==> src/rtl/dcu_pkg.sv <==
// Shared types, default widths and saturating add for the distance calculation unit.
package dcu_pkg;

  typedef enum logic [1:0] {
    IDLE  = 2'd0,
    READ  = 2'd1,
    DRAIN = 2'd2,
    DONE  = 2'd3
  } dcu_state_e;

  localparam int BIN_W  = 8;
  localparam int ADDR_W = 21;
  localparam int DIST_W = 18;

  // Unsigned add clamped at max. Operands are widened to 32 bits so one
  // function serves every DIST_W/BIN_W combination up to 31-bit distances.
  function automatic logic [31:0] sat_add(input logic [31:0] acc,
                                          input logic [31:0] inc,
                                          input logic [31:0] max);
    logic [32:0] sum;
    sum = {1'b0, acc} + {1'b0, inc};
    return (sum > {1'b0, max}) ? max : sum[31:0];
  endfunction

endpackage

==> src/rtl/dcu_abs_diff.sv <==
// Combinational |a-b| for one bin pair. The subtraction is carried one bit
// wider than the operands so the sign is explicit; the magnitude always fits BIN_W.
module dcu_abs_diff #(
  parameter int BIN_W = 8
) (
  input  logic [BIN_W-1:0] a,
  input  logic [BIN_W-1:0] b,
  output logic [BIN_W-1:0] diff
);

  logic [BIN_W:0] d;

  // Signed difference, then fold negative results back to their magnitude.
  always_comb begin
    d    = {1'b0, a} - {1'b0, b};
    diff = d[BIN_W] ? BIN_W'(-d) : d[BIN_W-1:0];
  end

endmodule

==> src/rtl/distance_calc_unit.sv <==
// L1 histogram distance engine. On a request it streams NUM_BINS bins of the
// stored histogram and the query histogram, accumulates |hist-query| with
// saturation, and reports the sum with a one-cycle dcu_valid strobe.
module distance_calc_unit
  import dcu_pkg::*;
#(
  parameter int NUM_BINS = 256,
  parameter int BIN_W    = dcu_pkg::BIN_W,
  parameter int ADDR_W   = dcu_pkg::ADDR_W,
  parameter int QADDR_W  = 8,
  parameter int DIST_W   = dcu_pkg::DIST_W
) (
  input  logic               clk,
  input  logic               rst,
  input  logic               dcu_enable,
  input  logic [ADDR_W-1:0]  hist_addr_offset,
  output logic               hist_ren,
  output logic [ADDR_W-1:0]  hist_addr,
  input  logic [BIN_W-1:0]   hist_rdata,
  output logic               q_ren,
  output logic [QADDR_W-1:0] q_addr,
  input  logic [BIN_W-1:0]   q_rdata,
  output logic               dcu_busy,
  output logic               dcu_valid,
  output logic [DIST_W-1:0]  distance
);

  localparam int                CNT_W    = (NUM_BINS > 1) ? $clog2(NUM_BINS) : 1;
  localparam logic [CNT_W-1:0]  LAST_BIN = CNT_W'(NUM_BINS - 1);
  localparam logic [DIST_W-1:0] ACC_MAX  = '1;

  dcu_state_e        state;
  logic [CNT_W-1:0]  bin_cnt;
  logic [DIST_W-1:0] acc;
  logic [DIST_W-1:0] acc_nxt;
  logic              data_vld;
  logic              accept;
  logic [BIN_W-1:0]  bin_diff;

  dcu_abs_diff #(.BIN_W(BIN_W)) u_abs_diff (
    .a    (hist_rdata),
    .b    (q_rdata),
    .diff (bin_diff)
  );

  // Requests are only taken when no read stream is in flight (IDLE or DONE).
  always_comb begin
    accept  = dcu_enable && (state == IDLE || state == DONE);
    acc_nxt = data_vld ? DIST_W'(sat_add(32'(acc), 32'(bin_diff), 32'(ACC_MAX))) : acc;
  end

  // Memory read data lands one cycle after the read enable; track that here.
  always_ff @(posedge clk) begin
    if (rst) data_vld <= 1'b0;
    else     data_vld <= hist_ren;
  end

  // Job sequencer: accept, stream reads, drain the last bin, publish result.
  always_ff @(posedge clk) begin
    if (rst) begin
      state     <= IDLE;
      bin_cnt   <= '0;
      acc       <= '0;
      hist_ren  <= 1'b0;
      q_ren     <= 1'b0;
      hist_addr <= '0;
      q_addr    <= '0;
      dcu_busy  <= 1'b0;
      dcu_valid <= 1'b0;
      distance  <= '0;
    end else begin
      dcu_valid <= 1'b0;
      if (accept) begin
        // Base address is captured here; later offset changes are ignored.
        state     <= READ;
        bin_cnt   <= '0;
        acc       <= '0;
        hist_ren  <= 1'b1;
        q_ren     <= 1'b1;
        hist_addr <= hist_addr_offset;
        q_addr    <= '0;
        dcu_busy  <= 1'b1;
      end else begin
        unique case (state)
          READ: begin
            acc <= acc_nxt;
            if (bin_cnt == LAST_BIN) begin
              hist_ren <= 1'b0;
              q_ren    <= 1'b0;
              state    <= DRAIN;
            end else begin
              bin_cnt   <= bin_cnt + CNT_W'(1);
              hist_addr <= hist_addr + ADDR_W'(1);
              q_addr    <= q_addr + QADDR_W'(1);
            end
          end
          DRAIN: begin
            // Last bin arrives now; fold it in and publish in the same edge.
            acc       <= acc_nxt;
            distance  <= acc_nxt;
            dcu_valid <= 1'b1;
            state     <= DONE;
          end
          DONE: begin
            dcu_busy <= 1'b0;
            state    <= IDLE;
          end
          default: ;
        endcase
      end
    end
  end

endmodule

==> config.mk <==
export PLATFORM = sky130hd
export DESIGN_NAME = distance_calc_unit
export DESIGN_NICKNAME = d
export VERILOG_FILES = /design/src/rtl/dcu_pkg.sv /design/src/rtl/dcu_abs_diff.sv /design/src/rtl/distance_calc_unit.sv
export SDC_FILE = /design/constraint.sdc
export NUM_CORES = 1
export LEC_CHECK = 0
export BUFFER_PORTS_ARGS = -buffer_cell sky130_fd_sc_hd__clkbuf_2
export CAP_MARGIN = 40
export CORE_MARGIN = 4
export CORE_UTILIZATION = 56
export CTS_CLUSTER_DIAMETER = 40
export DETAILED_ROUTE_END_ITERATION = 7
export PLACE_DENSITY = 0.82
export SYNTH_ARGS = -nofsm -noshare
export SYNTH_HDL_FRONTEND = slang
export SYNTH_SLANG_ARGS = --single-unit
==> constraint.sdc <==
create_clock -name clk -period 4.96 [get_ports clk]
set_input_delay 0.744 -clock clk [delete_from_list [all_inputs] [get_ports clk]]
set_output_delay 0.744 -clock clk [all_outputs]
set_load 0.005 [all_outputs]
* Yosys cells after proc, flatten, opt, wreduce, memory -nomap -nowiden
Cells that the tools add are included.
** Word-level totals
- Memories :: 0
- RAM bits :: 0
- ROM bits :: 0
- Bits of input ports :: 40
- Logic and storage cells :: 58
- Bits in registers :: 79
- Latch bits :: 0
** Operators by class
- Shift operators :: 0
- Reduce and logical (&&, ||, !) cells :: 16
- Multiply operators :: 0
- Bitwise logic cells :: 2
- Magnitude comparators :: 1
- Eq/ne operators :: 7
- Muxes and demuxes :: 15
- $add $sub $neg :: 6
- Div/mod/pow operators :: 0
** Operator list (count)
- two-way mux 21 bit :: 3
- two-way mux 18 bit :: 2
- adder 21 x 1 -> 21 bit (second input constant) :: 1
- adder 18 x 8 -> 19 bit :: 1
- > comparator 19 x 18 -> 1 bit (second input constant) :: 1
- adder 8 x 1 -> 8 bit (second input constant) :: 2
- AND reduction 2 bit :: 6
- subtractor 8 x 8 -> 9 bit :: 1
- == test 8 bit (second input constant) :: 1
- two-way mux 8 bit :: 1
- negator 8 bit :: 1
- two-way mux 1 bit :: 7
- one-hot mux 2 bit (3 select lines) :: 1
- nonzero test 2 bit :: 3
- == test 2 bit (second input constant) :: 2
- inequality test 2 bit (second input constant) :: 2
- nonzero test 4 bit :: 1
- OR reduction 2 bit :: 2
- inequality test 3 bit (second input constant) :: 1
- nonzero test 3 bit :: 1
- == test 2 x 1 -> 1 bit (second input constant) :: 1
- zero test 2 bit :: 1
- two-way mux 2 bit :: 1
- inverter 1 bit :: 2
- other kinds (2) :: 2

* Depth between registers and ports, before layout
- Word-level depth :: 7
- Depth in mapped cells :: 18
- Gate-level depth less buffers :: 17

* Modules after synthesis
From an unflattened synthesis, not the netlist that was laid out.
** Unflattened totals
- Cell total of the unflattened synthesis :: 561
- Area, all modules :: 4704.5 µm²
** Modules (own cells, without submodules)
- distance_calc_unit :: area an instance 4230.3 µm², cells each 494, times used 1
- dcu_abs_diff :: area an instance 474.2 µm², cells each 67, times used 1

* Worst setup path after synthesis
OpenSTA, ideal clock, no wires.
- Kind :: input-to-reg
- From :: in hist_rdata[0]
- To :: reg acc[0]
- Arrival :: 4111 ps
- Path slack :: 712 ps
- Library setup time :: 137 ps
- Required time :: 4823 ps
- Cell stages on the path :: 16
- Cells stage by stage :: inv_1 ha_1 inv_1 fa_1 a211oi_1 o21ai_0 a21o_1 a21o_1 mux2_2 fa_1 a211oi_1 o211ai_1 o211a_1 buf_2 a211oi_1 a211oi_1
** Between the ends
- Longest elaborated chain between the ends :: 7
** Ends and longest elaborated chain
- start, declared :: RTL line distance_calc_unit.sv:19 : input logic [BIN_W-1:0] hist_rdata,
- subtractor 8 x 8 -> 9 bit (*) :: RTL line dcu_abs_diff.sv:15 : d = {1'b0, a} - {1'b0, b};
- negator 8 bit :: RTL line dcu_abs_diff.sv:16 : diff = d[BIN_W] ? BIN_W'(-d) : d[BIN_W-1:0];
- two-way mux 8 bit (*) :: RTL line dcu_abs_diff.sv:16
- adder 18 x 8 -> 19 bit (*) :: RTL line dcu_pkg.sv:21 : sum = {1'b0, acc} + {1'b0, inc};
- > comparator 19 x 18 -> 1 bit :: RTL line dcu_pkg.sv:22 : return (sum > {1'b0, max}) ? max : sum[31:0];
- two-way mux 18 bit (*) :: RTL line dcu_pkg.sv:22
- two-way mux 18 bit (*) :: RTL line distance_calc_unit.sv:49 : acc_nxt = data_vld ? DIST_W'(sat_add(32'(acc), 32'(bin_diff), 32'(ACC_MAX))) : acc;
- end signal, assigned :: RTL line distance_calc_unit.sv:86 : acc <= acc_nxt;
- end signal, assigned :: RTL line distance_calc_unit.sv:99 : acc <= acc_nxt;
- end, declared :: RTL line distance_calc_unit.sv:34 : logic [DIST_W-1:0] acc;
Mark *: on every way between the ends. The rest lies on a longest branch, timed or not.
A chain may end at the register's enable or synchronous reset.

* Worst setup path after layout
Ends and elaborated chain as after synthesis.

==> run_results.csv <==
group,metric,value,unit
logic_synthesis,post_synth_instance_area,4590,um^2
timing,clock_skew,0.0170,ns
hold_path,holdCritPathClass,"reg2reg",
logic_synthesis,synth_edf_count,0,
logic_synthesis,synthCells,551,
grt,grt_pass1_wl,18100,um
timing,rsz0062_at_grt,"no",
logic_synthesis,synth_fp_nets,619,
detailed_routing,first_iter_violations,192,
critical_path,r2r_cells,6,
timing,setup_viol,0,
placement,pre_cts_ws,0.191,ns
final_layout,seqCellArea,1580,um^2
final_layout,multiInputGateArea,2810,um^2
power_and_ir_drop,power.density,390,nW/um^2
critical_path,crit_cells,16,
critical_path,worst_path_largest_cell_delay,0.45,ns
floorplanning,die_w,98.6,um
placement,dp_hpwl,7710,um
floorplanning,rows,32,
final_layout,syn2layout_area_growth,15.5,%
critical_path,critPathTopFamily,"compound AO/OA/AOI/OAI gates",
grt,grt_usage,22.0,%
grt,grt_max_degree,47,
clock_network,cts_max_path_buffers,2,
critical_path,cp-start-kind,"input pin",
timing,setup_ws,0.571,ns
clock_network,insertion_delay,0.36,ns
logic_synthesis,synthDistinctLibCells,49,
clock_network,cts.htree.levels,3,
logic_synthesis,avgSynthCellArea,8.34,um^2
critical_path,crit_path_end_kind,"flop",
hold_path,holdPathStages,2,
detailed_routing,avgRoutedWirePerCell,14.5,um
clock_network,cts_resized,0,
logic_synthesis,synth_seq_cells,79,
timing,worst_hold_slack,0.481,ns
clock_network,cts_tree,"done",
detailed_routing,drt_pass1_iterations,5,
critical_path,crit_type,"in2reg",
detailed_routing,drcViolationCount,0,
critical_path,cp_cell_sequence,"clkbuf_2 -> inv_1 -> ha_1 -> inv_1 -> fa_1 -> a211oi_1 -> o21ai_0 -> a21o_1 -> a21o_1 -> mux2_2 -> fa_1 -> a211oi_1 -> o211ai_1 -> o211a_1 -> a211oi_1 -> a211oi_1",
run_status,run_status,"finished, final reports clean",
timing,timing.fmax,0.228,GHz
timing,period_minus_slack,4.39,ns
critical_path,crit_arrival,4.57,ns
power_and_ir_drop,max-vdd-ir-drop,0.000164,V
detailed_routing,vias,4129,
critical_path,crit_path_frequent_cell,"a211oi_1",
floorplanning,io_pins,91,
placement,dp_cells,717,
logic_synthesis,yosys_warnings,0,
final_layout,fill_cells,654,
logic_synthesis,ys.flop_type,"dfxtp_1",
clock_network,clock-sinks,79,
timing,tns,0,ns
timing,hold_violations,0,
logic_synthesis,ys_seq_area_share,34.4,%
grt,grt_overflow,0,
placement,io_buffers,90,
detailed_routing,drtAntennaViolNets,0,
final_layout,final_layout_size_suffix_gt1_share,19.3,%
critical_path,worst_path_max_delay_cell,"fa_1",
detailed_routing,drt-total-wl,10600,um
final_layout,layoutNonFillerInstCount,733,
timing,maxSlewViolCount,0,
floorplanning,initial_utilization,58.5,%
final_layout,diodes,0,
clock_network,ctsHoldBuffers,0,
clock_network,cts-root-buf,"clkbuf_8",
floorplanning,die_h,98.6,um
timing,maxSlewHeadroom,39.3,%
final_layout,post-route-util,67.6,%
flow_run,maxCapViolations,0,
detailed_routing,vias_per_cell,5.63,
floorplanning,core,7850,um^2
power_and_ir_drop,p_leak,0.00228,uW
final_layout,nNetsFinal,694,
placement,routabilityCongestion,0.812,
grt,antenna_found_initial,0,
critical_path,crit_fanout,13,
floorplanning,fp.dieArea,9720,um^2
timing,worstMarginPinSlew,0.911,ns
clock_network,post_cts_buffers,0,
critical_path,critPathRequiredTime,5.14,ns
clock_network,numCtsBuffers,9,
grt,first_global_vias,4133,
critical_path,crit_buf_inv,3,
timing,finalCritPeriodShare,88.5,%
clock_network,clk_pin_slew,0.08,ns
logic_synthesis,synthArstFlopShare,0,%
## worst paths after layout
| path | startpoint | to | slack (ns) |
|---|---|---|---|
| worst max-delay path | hist_rdata[0] | acc[0]$_SDFFE_PP0N_ | 0.57 |
| worst min-delay path | distance[10]$_SDFFE_PP0P_ | distance[10]$_SDFFE_PP0P_ | 0.48 |
| worst min register to register | distance[10]$_SDFFE_PP0P_ | distance[10]$_SDFFE_PP0P_ | 0.48 |
| worst max register to register | state[0]$_SDFFE_PP0P_ | hist_addr[20]$_SDFFE_PP0P_ | 2.20 |
## logic make-up after synthesis
family | after synthesis | share of synthesized area [%]
DFF | 79 | 34.4
buffers and inverters | 51 | 4.47
adders and majority gates | 28 | 7.95
xor gates and xnor gates | 48 | 9.15
AOI/OAI and AO/OA | 117 | 17.6
and+or+nand+nor | 206 | 21.5
muxes | 22 | 4.88
## worst reg2reg max path, delay by kind of cell, from the launching register on
family | cells | cell delay [ns]
adder cells (fa/ha/maj) | 1 | 0.90
AND/OR/NAND/NOR | 2 | 0.60
buffers and inverters | 2 | 0.51
flip-flops | 1 | 0.41
AO/OA/AOI/OAI | 1 | 0.27
## sequential cells by signal (all words and copies together), names as in the netlist
register   count
distance      18
bin_cnt        8
hist_addr     21
acc           18
dcu_busy       1
q_addr         8
state          2
dcu_valid      1
q_ren          1
data_vld       1
## layout make-up
type                    instances  area share, %
multi-input cells             421           52.9
repair buffers                 94           9.06
flip-flops and latches         79           29.8
clock inverters                 6           1.72
clock buffers                  10           2.59
inverters                      21           1.49
well taps                     102           2.41
## layer usage
layer	GRT usage, %	vias to the layer above	part of all wire [%]	wire length [um]
li1	-	2086	-	-
met1	26.1	1927	43	4620
met2	39.3	106	49	5260
met3	4.53	10	5.7	606
met4	7.77	0	1.3	139
met5	0	-	0	0
## placed cells by master, fill, tap and decap left out, types with 3 or more instances in the layout
cell and n:
a211oi_1 44, a21o_1 5, a21oi_1 25, and2_1 3
and3_1 9, buf_4 4, clkbuf_2 90, clkbuf_8 10
dfxtp_1 79, ha_1 26, inv_1 21, mux2_2 3
mux2i_1 19, nand2_1 28, nand2b_1 15, nand3_1 19
nand4_1 15, nor2_1 90, nor2b_1 6, nor3_1 6
o211ai_1 4, o21a_1 4, o21ai_0 17, or3_1 3
xnor2_1 21, xor2_1 27
## report_power, final
group | switching (uW) | leakage (uW) | internal (uW)
Combinational | 413 | 0.00152 | 295
Clock | 245 | 0.000117 | 300
Sequential | 92.3 | 0.000644 | 725
## cell usage after synthesis (2+ instances only)
master	instances	area share [%]
xnor2_1	21	4.0
o31ai_1	2	0.33
nor2_1	90	7.4
buf_4	2	0.33
nand3_1	19	2.1
a31o_2	2	0.38
fa_1	2	0.87
and4_4	2	0.49
buf_2	5	0.54
clkbuf_1	20	1.6
and2_1	3	0.41
a21oi_1	25	2.7
ha_1	26	7.1
buf_1	3	0.25
xor2_1	27	5.1
dfxtp_1	79	34
a211oi_1	44	7.2
o211a_1	2	0.44
nand2_1	28	2.3
nand4_1	15	2.0
nor2b_1	6	0.82
or3_1	3	0.41
o211ai_1	4	0.65
mux2i_1	19	4.1
nand2b_1	15	2.0
nor3_1	6	0.65
a21o_1	5	0.82
o32ai_1	2	0.38
mux2_2	3	0.74
o21a_1	4	0.65
o21ai_0	17	1.9
a31oi_1	2	0.27
and3_1	9	1.2
o22ai_1	2	0.27
inv_1	21	1.7
a311oi_1	2	0.38
and4_1	2	0.38
## stage by stage
step / power [uW] / instance area (um^2)
3_5_place_dp: 1530 / 5070
3_3_place_gp: 1510 / 5070
4_1_cts: 2080 / 5300
5_1_grt: 2210 / 5300
6_report: 2070 / 5300
2_1_floorplan: 1320 / 4590
(Power assumes the default switching activity.)
